$ cat config.mk
export PLATFORM = sky130hd
export DESIGN_NAME = rfft_loader
export DESIGN_NICKNAME = d
export VERILOG_FILES = /design/src/rtl/rfft_pkg.sv /design/src/rtl/rfft_loader_buf.sv /design/src/rtl/rfft_loader.sv
export SDC_FILE = /design/constraint.sdc
export NUM_CORES = 2
export LEC_CHECK = 0
export BUFFER_PORTS_ARGS = -buffer_cell sky130_fd_sc_hd__buf_4
export CAP_MARGIN = 25
export CORE_ASPECT_RATIO = 1.4
export CORE_UTILIZATION = 50
export DETAILED_ROUTE_END_ITERATION = 8
export PLACE_DENSITY_LB_ADDON = 0.15
export SETUP_SLACK_MARGIN = 0.1
export SYNTH_ARGS = -nofsm -noshare
export SYNTH_HDL_FRONTEND = slang
export SYNTH_HIERARCHICAL = 1
export SYNTH_SLANG_ARGS = --single-unit
$ cat constraint.sdc
create_clock -name Clk -period 7.6 [get_ports Clk]
set_input_delay 0.38 -clock Clk [delete_from_list [all_inputs] [get_ports Clk]]
set_output_delay 0.38 -clock Clk [all_outputs]
set_load 0.01 [all_outputs]
$ cat src/rtl/rfft_pkg.sv
// Shared constants and FSM encoding for the RFFT input loader.
package rfft_pkg;
  localparam int WIDTH = 16;
  localparam int NPTS  = 256;
  localparam int LANES = 4;
  localparam int DEPTH = 64;
  localparam int AW    = $clog2(DEPTH);

  typedef enum logic [1:0] {LOAD, RUN, HOLD} state_t;
endpackage

$ cat src/rtl/rfft_loader_buf.sv
// Staging banks for lanes 0..2: one write port (bank + address), and a
// registered read that fetches the same address from every bank at once.
module rfft_loader_buf #(
  parameter int WIDTH = rfft_pkg::WIDTH
) (
  input  logic                                     Clk,
  input  logic                                     Reset,
  input  logic                                     Wr_en,
  input  logic [1:0]                               Wr_bank,
  input  logic [rfft_pkg::AW-1:0]                  Wr_addr,
  input  logic [WIDTH-1:0]                         Wr_data,
  input  logic                                     Rd_en,
  input  logic [rfft_pkg::AW-1:0]                  Rd_addr,
  output logic [rfft_pkg::LANES-2:0][WIDTH-1:0]    Rd_data
);
  import rfft_pkg::*;

  for (genvar b = 0; b < LANES-1; b++) begin : g_bank
    logic [WIDTH-1:0] mem [DEPTH];
    logic [WIDTH-1:0] rd_q;

    // Bank write; storage is never cleared, only the read register is.
    always_ff @(posedge Clk)
      if (Wr_en && Wr_bank == 2'(b)) mem[Wr_addr] <= Wr_data;

    // Common-address read, one cycle latency.
    always_ff @(posedge Clk or posedge Reset)
      if (Reset)      rd_q <= '0;
      else if (Rd_en) rd_q <= mem[Rd_addr];

    assign Rd_data[b] = rd_q;
  end
endmodule

$ cat src/rtl/rfft_loader.sv
// Streams a 256-sample frame into a 4-lane FFT core. Samples 0..191 are
// parked in three banks; each of samples 192..255 triggers one RAM write
// carrying the three parked lanes plus the live sample as lane 3.
// Optional: define RFFT_LOADER_SCALE_EN to pre-shift every sample right by 2.
module rfft_loader #(
  parameter int WIDTH = rfft_pkg::WIDTH,
  parameter int NPTS  = rfft_pkg::NPTS
) (
  input  logic                     Clk,
  input  logic                     Reset,
  input  logic [WIDTH-1:0]         S_data,
  input  logic                     S_valid,
  output logic                     S_ready,
  output logic [WIDTH-1:0]         Din0,
  output logic [WIDTH-1:0]         Din1,
  output logic [WIDTH-1:0]         Din2,
  output logic [WIDTH-1:0]         Din3,
  output logic [rfft_pkg::AW-1:0]  Addr,
  output logic                     Write,
  output logic                     Input,
  input  logic                     Fft_done,
  input  logic [rfft_pkg::AW-1:0]  Rd_addr,
  output logic                     Res_valid,
  input  logic                     Rd_release
);
  import rfft_pkg::*;

  localparam int NW = $clog2(NPTS);

  state_t                      state, next_state;
  logic [NW-1:0]               n;
  logic [1:0]                  lane;
  logic [AW-1:0]               slot;
  logic [WIDTH-1:0]            sample;
  logic                        accept;
  logic                        live;
  logic                        s_ready_d, write_d, input_d, res_valid_d;
  logic [AW-1:0]               addr_q;
  logic [WIDTH-1:0]            din3_q;
  logic [LANES-2:0][WIDTH-1:0] bank_q;

  assign lane   = n[NW-1 -: 2];
  assign slot   = n[AW-1:0];
  assign accept = S_valid && S_ready && (state == LOAD);
  assign live   = (lane == 2'd3);

`ifdef RFFT_LOADER_SCALE_EN
  assign sample = WIDTH'($signed(S_data) >>> 2);
`else
  assign sample = S_data;
`endif

  rfft_loader_buf #(.WIDTH(WIDTH)) u_buf (
    .Clk     (Clk),
    .Reset   (Reset),
    .Wr_en   (accept && !live),
    .Wr_bank (lane),
    .Wr_addr (slot),
    .Wr_data (sample),
    .Rd_en   (accept && live),
    .Rd_addr (slot),
    .Rd_data (bank_q)
  );

  // State register.
  always_ff @(posedge Clk or posedge Reset)
    if (Reset) state <= LOAD;
    else       state <= next_state;

  // Next state: the write of the last slot closes the frame.
  always_comb begin
    next_state = state;
    case (state)
      LOAD:    if (Write && addr_q == AW'(DEPTH-1)) next_state = RUN;
      RUN:     if (Fft_done)                        next_state = HOLD;
      HOLD:    if (Rd_release)                      next_state = LOAD;
      default:                                      next_state = LOAD;
    endcase
  end

  // Next values of the registered control outputs.
  always_comb begin
    input_d     = (next_state != RUN);
    res_valid_d = (next_state == HOLD);
    write_d     = accept && live;
    s_ready_d   = (next_state == LOAD) && !(accept && n == NW'(NPTS-1));
  end

  // Output registers and sample counter; counter restarts whenever not loading.
  always_ff @(posedge Clk or posedge Reset)
    if (Reset) begin
      S_ready   <= 1'b0;
      Input     <= 1'b1;
      Write     <= 1'b0;
      Res_valid <= 1'b0;
      addr_q    <= '0;
      din3_q    <= '0;
      n         <= '0;
    end else begin
      S_ready   <= s_ready_d;
      Input     <= input_d;
      Write     <= write_d;
      Res_valid <= res_valid_d;
      if (write_d) begin
        addr_q <= slot;
        din3_q <= sample;
      end
      if (state != LOAD) n <= '0;
      else if (accept)   n <= n + 1'b1;
    end

  assign Addr = (state == HOLD) ? Rd_addr : addr_q;
  assign Din0 = bank_q[0];
  assign Din1 = bank_q[1];
  assign Din2 = bank_q[2];
  assign Din3 = din3_q;
endmodule

; ---- Word-level counts from Yosys, hierarchy flattened
; Memory sizes are Yosys's and may differ from the RTL's. A register that Yosys moved wholly into a read port is not among the register bits.
; Cells that the tools add are included.
[word_totals]
n_memories = 3
ramBits = 3072
elab_cells = 51
ff_bits = 36
latchBits = 0
rom_bits = 0
[memory_table]
columns = memory, depth, word_bits, rd, rd_ports_with_merged_regs, wr, line_no
row1 = u_buf.g_bank[0].mem, 64, 16, 1, 1, 1, rfft_loader_buf.sv:19  ; logic [WIDTH-1:0] mem [DEPTH];
row2 = u_buf.g_bank[1].mem, 64, 16, 1, 1, 1, rfft_loader_buf.sv:19
row3 = u_buf.g_bank[2].mem, 64, 16, 1, 1, 1, rfft_loader_buf.sv:19
[classes]
reduce_logical = 17
n_shift = 0
eq_ne = 9
bitwise = 0
add_sub_neg = 1
mul = 0
n_lt_le_gt_ge = 0
muxes = 13
n_div = 0
[op_table]
columns = operator, n
row1 = 8-bit 2-to-1 mux, 2
row2 = 1-bit logical AND, 10
row3 = 8-bit by 1-bit adder with 8-bit output (second input constant), 1
row4 = 2-bit == test (second input constant), 4
row5 = 8-bit == test (second input constant), 1
row6 = 6-bit == test (second input constant), 1
row7 = 2-bit logical NOT, 3
row8 = 1-bit 2-to-1 mux, 6
row9 = 2-bit 2-to-1 mux, 3
row10 = 6-bit 2-to-1 mux, 1
row11 = 2-bit one-hot mux with 3 select lines, 1
row12 = 2-bit by 1-bit == test with 1-bit output (second input constant), 2
row13 = 2-bit nonzero test, 2
row14 = 1-bit logical NOT, 2
row15 = 2-bit by 1-bit inequality test with 1-bit output (second input constant), 1

; ---- Logic depth before layout (Yosys ltp)
[depth]
depth_word = 6
mapped_depth = 13

; ---- By module
; Netlist, hierarchy kept.
[modules_own_cells]
columns = mod, cells_per_inst, area_each_um2, n_inst
row1 = rfft_loader_buf, 6117, 121185.0, 1
row2 = rfft_loader, 132, 1632.8, 1

; ---- Least setup slack after synthesis
; OpenSTA, ideal clock, no wires.
[synth_path]
path_type = register to register
start = register S_ready
end = memory u_buf.g_bank[0].mem[0][0], enable pin
t_arrival_ns = 2.354
period_less_slack_ns = 2.742
required_ns = 7.211
stages_incl_launch_ff = 6
path_slack_ns = 4.858
path_cell_list = dfrtp_1 -> nand2_1 -> nor2_1 -> nor3b_1 -> nand2_1 -> nor2_1
[synth_via]
elab_chain_cells = 6
[synth_lines]
columns = element, line_no
row1 = start: declaration, rfft_loader.sv:13  ; output logic S_ready,
row2 = start signal: assignment, rfft_loader.sv:100  ; S_ready <= s_ready_d;
row3 = 1-bit logical AND (2 in series), rfft_loader.sv:44  ; assign accept = S_valid && S_ready && (state == LOAD);
row4 = 1-bit logical AND, rfft_loader.sv:56  ; .Wr_en (accept && !live),
row5 = 1-bit logical AND, rfft_loader_buf.sv:24  ; if (Wr_en && Wr_bank == 2'(b)) mem[Wr_addr] <= Wr_data;
row6 = 1-bit 2-to-1 mux, rfft_loader_buf.sv:24
row7 = 1-bit 2-to-1 mux (not written as such), rfft_loader_buf.sv:24
row8 = end: declaration, rfft_loader_buf.sv:19
; Every way passes these cells.

==> results.yml <==
global_routing:
  antenna_found_initial: 12
  grt_max_degree: 115
  overflow: 0
  first_global_vias: 61693
  grt_pass1_wl_um: 452000
  track_usage: 0.256
cts:
  cts_made_buffers: 299
  clockRootBuffer: "clkbuf_16"
  cts_setup_buffers: 0
  clkTransAtPathRegs_ps: 60
  htree_levels: 5
  cts_buffer_depth: 4
  clock_latency_ps: 860
  numClockSinks: 3156
  tritoncts: "done"
power:
  ir_drop_uv: 382
  power.density_mw_per_mm2: 331
  power_leakage_uw: 0.0461
die:
  dieHeight_um: 588
  die_w_um: 421
  initial_utilization: 0.505
  core_area_mm2: 0.243
  num_io_pins: 101
  core.rowCount: 214
  die_area_mm2: 0.248
setup_path:
  reg2reg_to: "u_buf/g_bank[0].rd_q[1]"
  cp-start-kind: "flip-flop"
  critPathRequiredTime_ps: 8310
  r2r_cells: 8
  critPathKind: "reg -> reg"
  r2r_start: "n[4]"
  path_cells: "buf_4 > nand4b_1 > buf_4 > o22ai_1 > nor4_1 > o211ai_1 > o22ai_1 > o21ai_1"
  crit_fanout: 53
  cpPeakStageDelay_ps: 810
  ff2ff_setup_slack_ps: 3300
  cp-end-kind: "flip-flop"
  critPathSlowestCell: "nand4b_1"
  arrival_ps: 5000
  critPathLaunch: "n[4]"
sta:
  final.period_utilization: 0.565
  skew_ps: 47.8
  tightestPinTransition_ps: 1190
  rsz0062_at_grt: "no"
  hold_viol: 0
  report.final.slew_viol_count: 0
  relSlewSlack: 0.204
  setup_tns_ps: 0
  finalSetupViolCount: 0
  fin_crit_ps: 4300
  fmax_mhz: 233
  whs_ps: 64.8
hold_path:
  hold_depth: 1
  hp-start: "S_data[4]"
  hold_end: "u_buf/g_bank[2].mem[62][4]"
  min_path_type: "in -> reg"
logic_synthesis:
  ys_seq_area_frac: 0.768
  synth_fp_nets: 6277
  async_reset_ff_frac: 0.0266
  avgSynthCellArea_um2: 19.7
  ys_warn_count: 6
  ys_types: 59
  synthFlopType: "edfxtp_1"
  ys_ff_latch: 3156
  synth_area_mm2: 0.123
  syn-instance-count: 6249
  synth_edf_count: 3072
finish:
  fillCellCount: 18026
  final_nets: 6606
  area_growth_pct: 12.1
  design_area_mm2: 0.138
  drive_gt1_frac: 0.196
detailed_routing:
  wire_per_inst_um: 31.7
  first_iter_violations: 6097
  dr.pass1.iters: 6
  viasPerCell: 6.09
  route.vias.total: 61194
  ant_nets: 0
  drcViolationCount: 0
  routed_wirelength_um: 318000
placement:
  placed_area_mm2: 0.128
  place_hpwl_um: 190000
  gp_congestion: 0.851
  io_buffers: 100
flow_run:
  max_cap_violations: 0
outcome:
  outcome: "completed"
==> how the worst max path moves through the flow <==
stage,end,slack [ps]
4_1_cts,u_buf/g_bank[0].rd_q[1],3320
3_3_place_gp,u_buf/g_bank[0].mem[30][5],2340
5_1_grt,u_buf/g_bank[0].rd_q[1],3160
3_5_place_dp,u_buf/g_bank[0].rd_q[1],3320
2_1_floorplan,u_buf/g_bank[0].mem[0][0],4860
6_report,u_buf/g_bank[0].rd_q[1],3300
==> area by class of cell <==
| cell class | instances | area, um^2 | area share |
|---|---|---|---|
| Antenna cell | 8 | 20.0 | 0.000145 |
| Multi-Input combinational cell | 2687 | 26200 | 0.190 |
| Inverter | 33 | 126 | 0.000918 |
| Clock buffer | 398 | 8290 | 0.0602 |
| Tap cell | 3240 | 4050 | 0.0294 |
| Clock inverter | 129 | 1220 | 0.00889 |
| Sequential cell | 3156 | 94400 | 0.685 |
| Timing Repair Buffer | 401 | 3400 | 0.0247 |
==> flip-flops by register name (all words and copies together), names as in the netlist <==
name / flops
Din3: 16
S_ready: 1
n: 8
Write: 1
Input: 1
u_buf/g_bank.mem: 3072
addr_q: 6
u_buf/g_bank.rd_q: 48
state: 2
Res_valid: 1
==> cells in the mapped netlist, types with 23 or more instances <==
cell type  count  area share
o22a_1        23      0.0016
a22o_1        47      0.0034
o211a_1       48      0.0039
dfrtp_1       83       0.017
and4_1        25      0.0018
mux2i_1      892       0.073
nor3_1        26      0.0011
clkbuf_1     136      0.0042
o21ai_0       61      0.0025
nand2_1      174      0.0053
a22oi_1       53      0.0032
mux2_2       123       0.011
o21ai_1       38      0.0015
nor2_1       223      0.0068
o22ai_1      193      0.0098
buf_2        101      0.0041
buf_6         53      0.0049
a221oi_1      93      0.0066
edfxtp_1    3072        0.75
o221ai_1      47      0.0034
buf_4         57      0.0035
inv_1         33      0.0010
nor2b_1       28      0.0014
o211ai_1      23      0.0014
mux4_2       334       0.061
nor4_1        23      0.0012
nand3_1       55      0.0022
a21oi_1       80      0.0033
==> per-layer routing <==
metal | track usage | routed length, um | vias up
li1 | - | - | 26174
met1 | 0.331 | 123000 | 32485
met2 | 0.436 | 162000 | 2018
met3 | 0.0340 | 17900 | 515
met4 | 0.110 | 15000 | 2
met5 | 0 | 13 | -
==> per-stage QoR <==
step,cells,setup WS [ps],utilization,power (uW)
final,10052,3300,0.566,45600
after global placement,9486,2340,0.525,31200
after floorplan,6249,4860,-,27900
after global routing,10046,3160,0.566,47000
after CTS,10035,3320,0.565,45900
after detailed placement,9498,3320,0.525,31300
==> cells by family (layout without fill, tap and decap cells) <==
family	count (synthesis)	in the layout	synth area share
buffers and inverters	406	961	0.0200
AOI/OAI and AO/OA	712	712	0.0411
other	0	8	0
and+or+nand+nor	604	604	0.0229
muxes	1368	1368	0.148
xor gates and xnor gates	2	2	0.000143
adders and majority gates	1	1	0.000102
DFF	3156	3156	0.768
==> power by group <==
part           internal [uW]  switching [uW]  leakage, uW  total [uW]
logic                   4560            6780       0.0126       11300
registers              19300             237       0.0288       19500
clock network           8480            6260      0.00466       14700
total                  32300           13300       0.0461       45600
==> critical path, delay by kind of cell (launching register included) <==
kind                   cells  cell delay (ps)
AOI/OAI and AO/OA          4              930
and+or+nand+nor            2             1330
buffers and inverters      2             1060
DFF                        1              660
==> what timing repair did <==
item                      4_1_cts  5_1_grt
hold endpoints to repair      170        0
resized for setup               0        0
hold buffers                   10        0
==> placed cells by master (no fill, tap or decap), types with 19 or more instances in the layout <==
master / instances
o211ai_1: 23
a22oi_1: 53
a221oi_1: 93
dfrtp_1: 78
inv_1: 31
nor2_2: 37
o22ai_1: 193
a21oi_1: 80
clkbuf_16: 314
o21ai_1: 38
clkbuf_1: 72
nor4_1: 23
mux2i_1: 892
mux2_2: 123
buf_4: 345
nand2_1: 174
o221ai_1: 47
nor2_1: 186
nor2b_1: 25
nand3_1: 55
bufinv_16: 24
o22a_1: 23
edfxtp_1: 3072
clkinv_2: 43
a22o_1: 47
mux4_2: 334
nor3_1: 26
mux2_4: 19
clkinv_1: 53
o211a_1: 48
o21ai_0: 61
and4_1: 25
(Power assumes the default switching activity.)
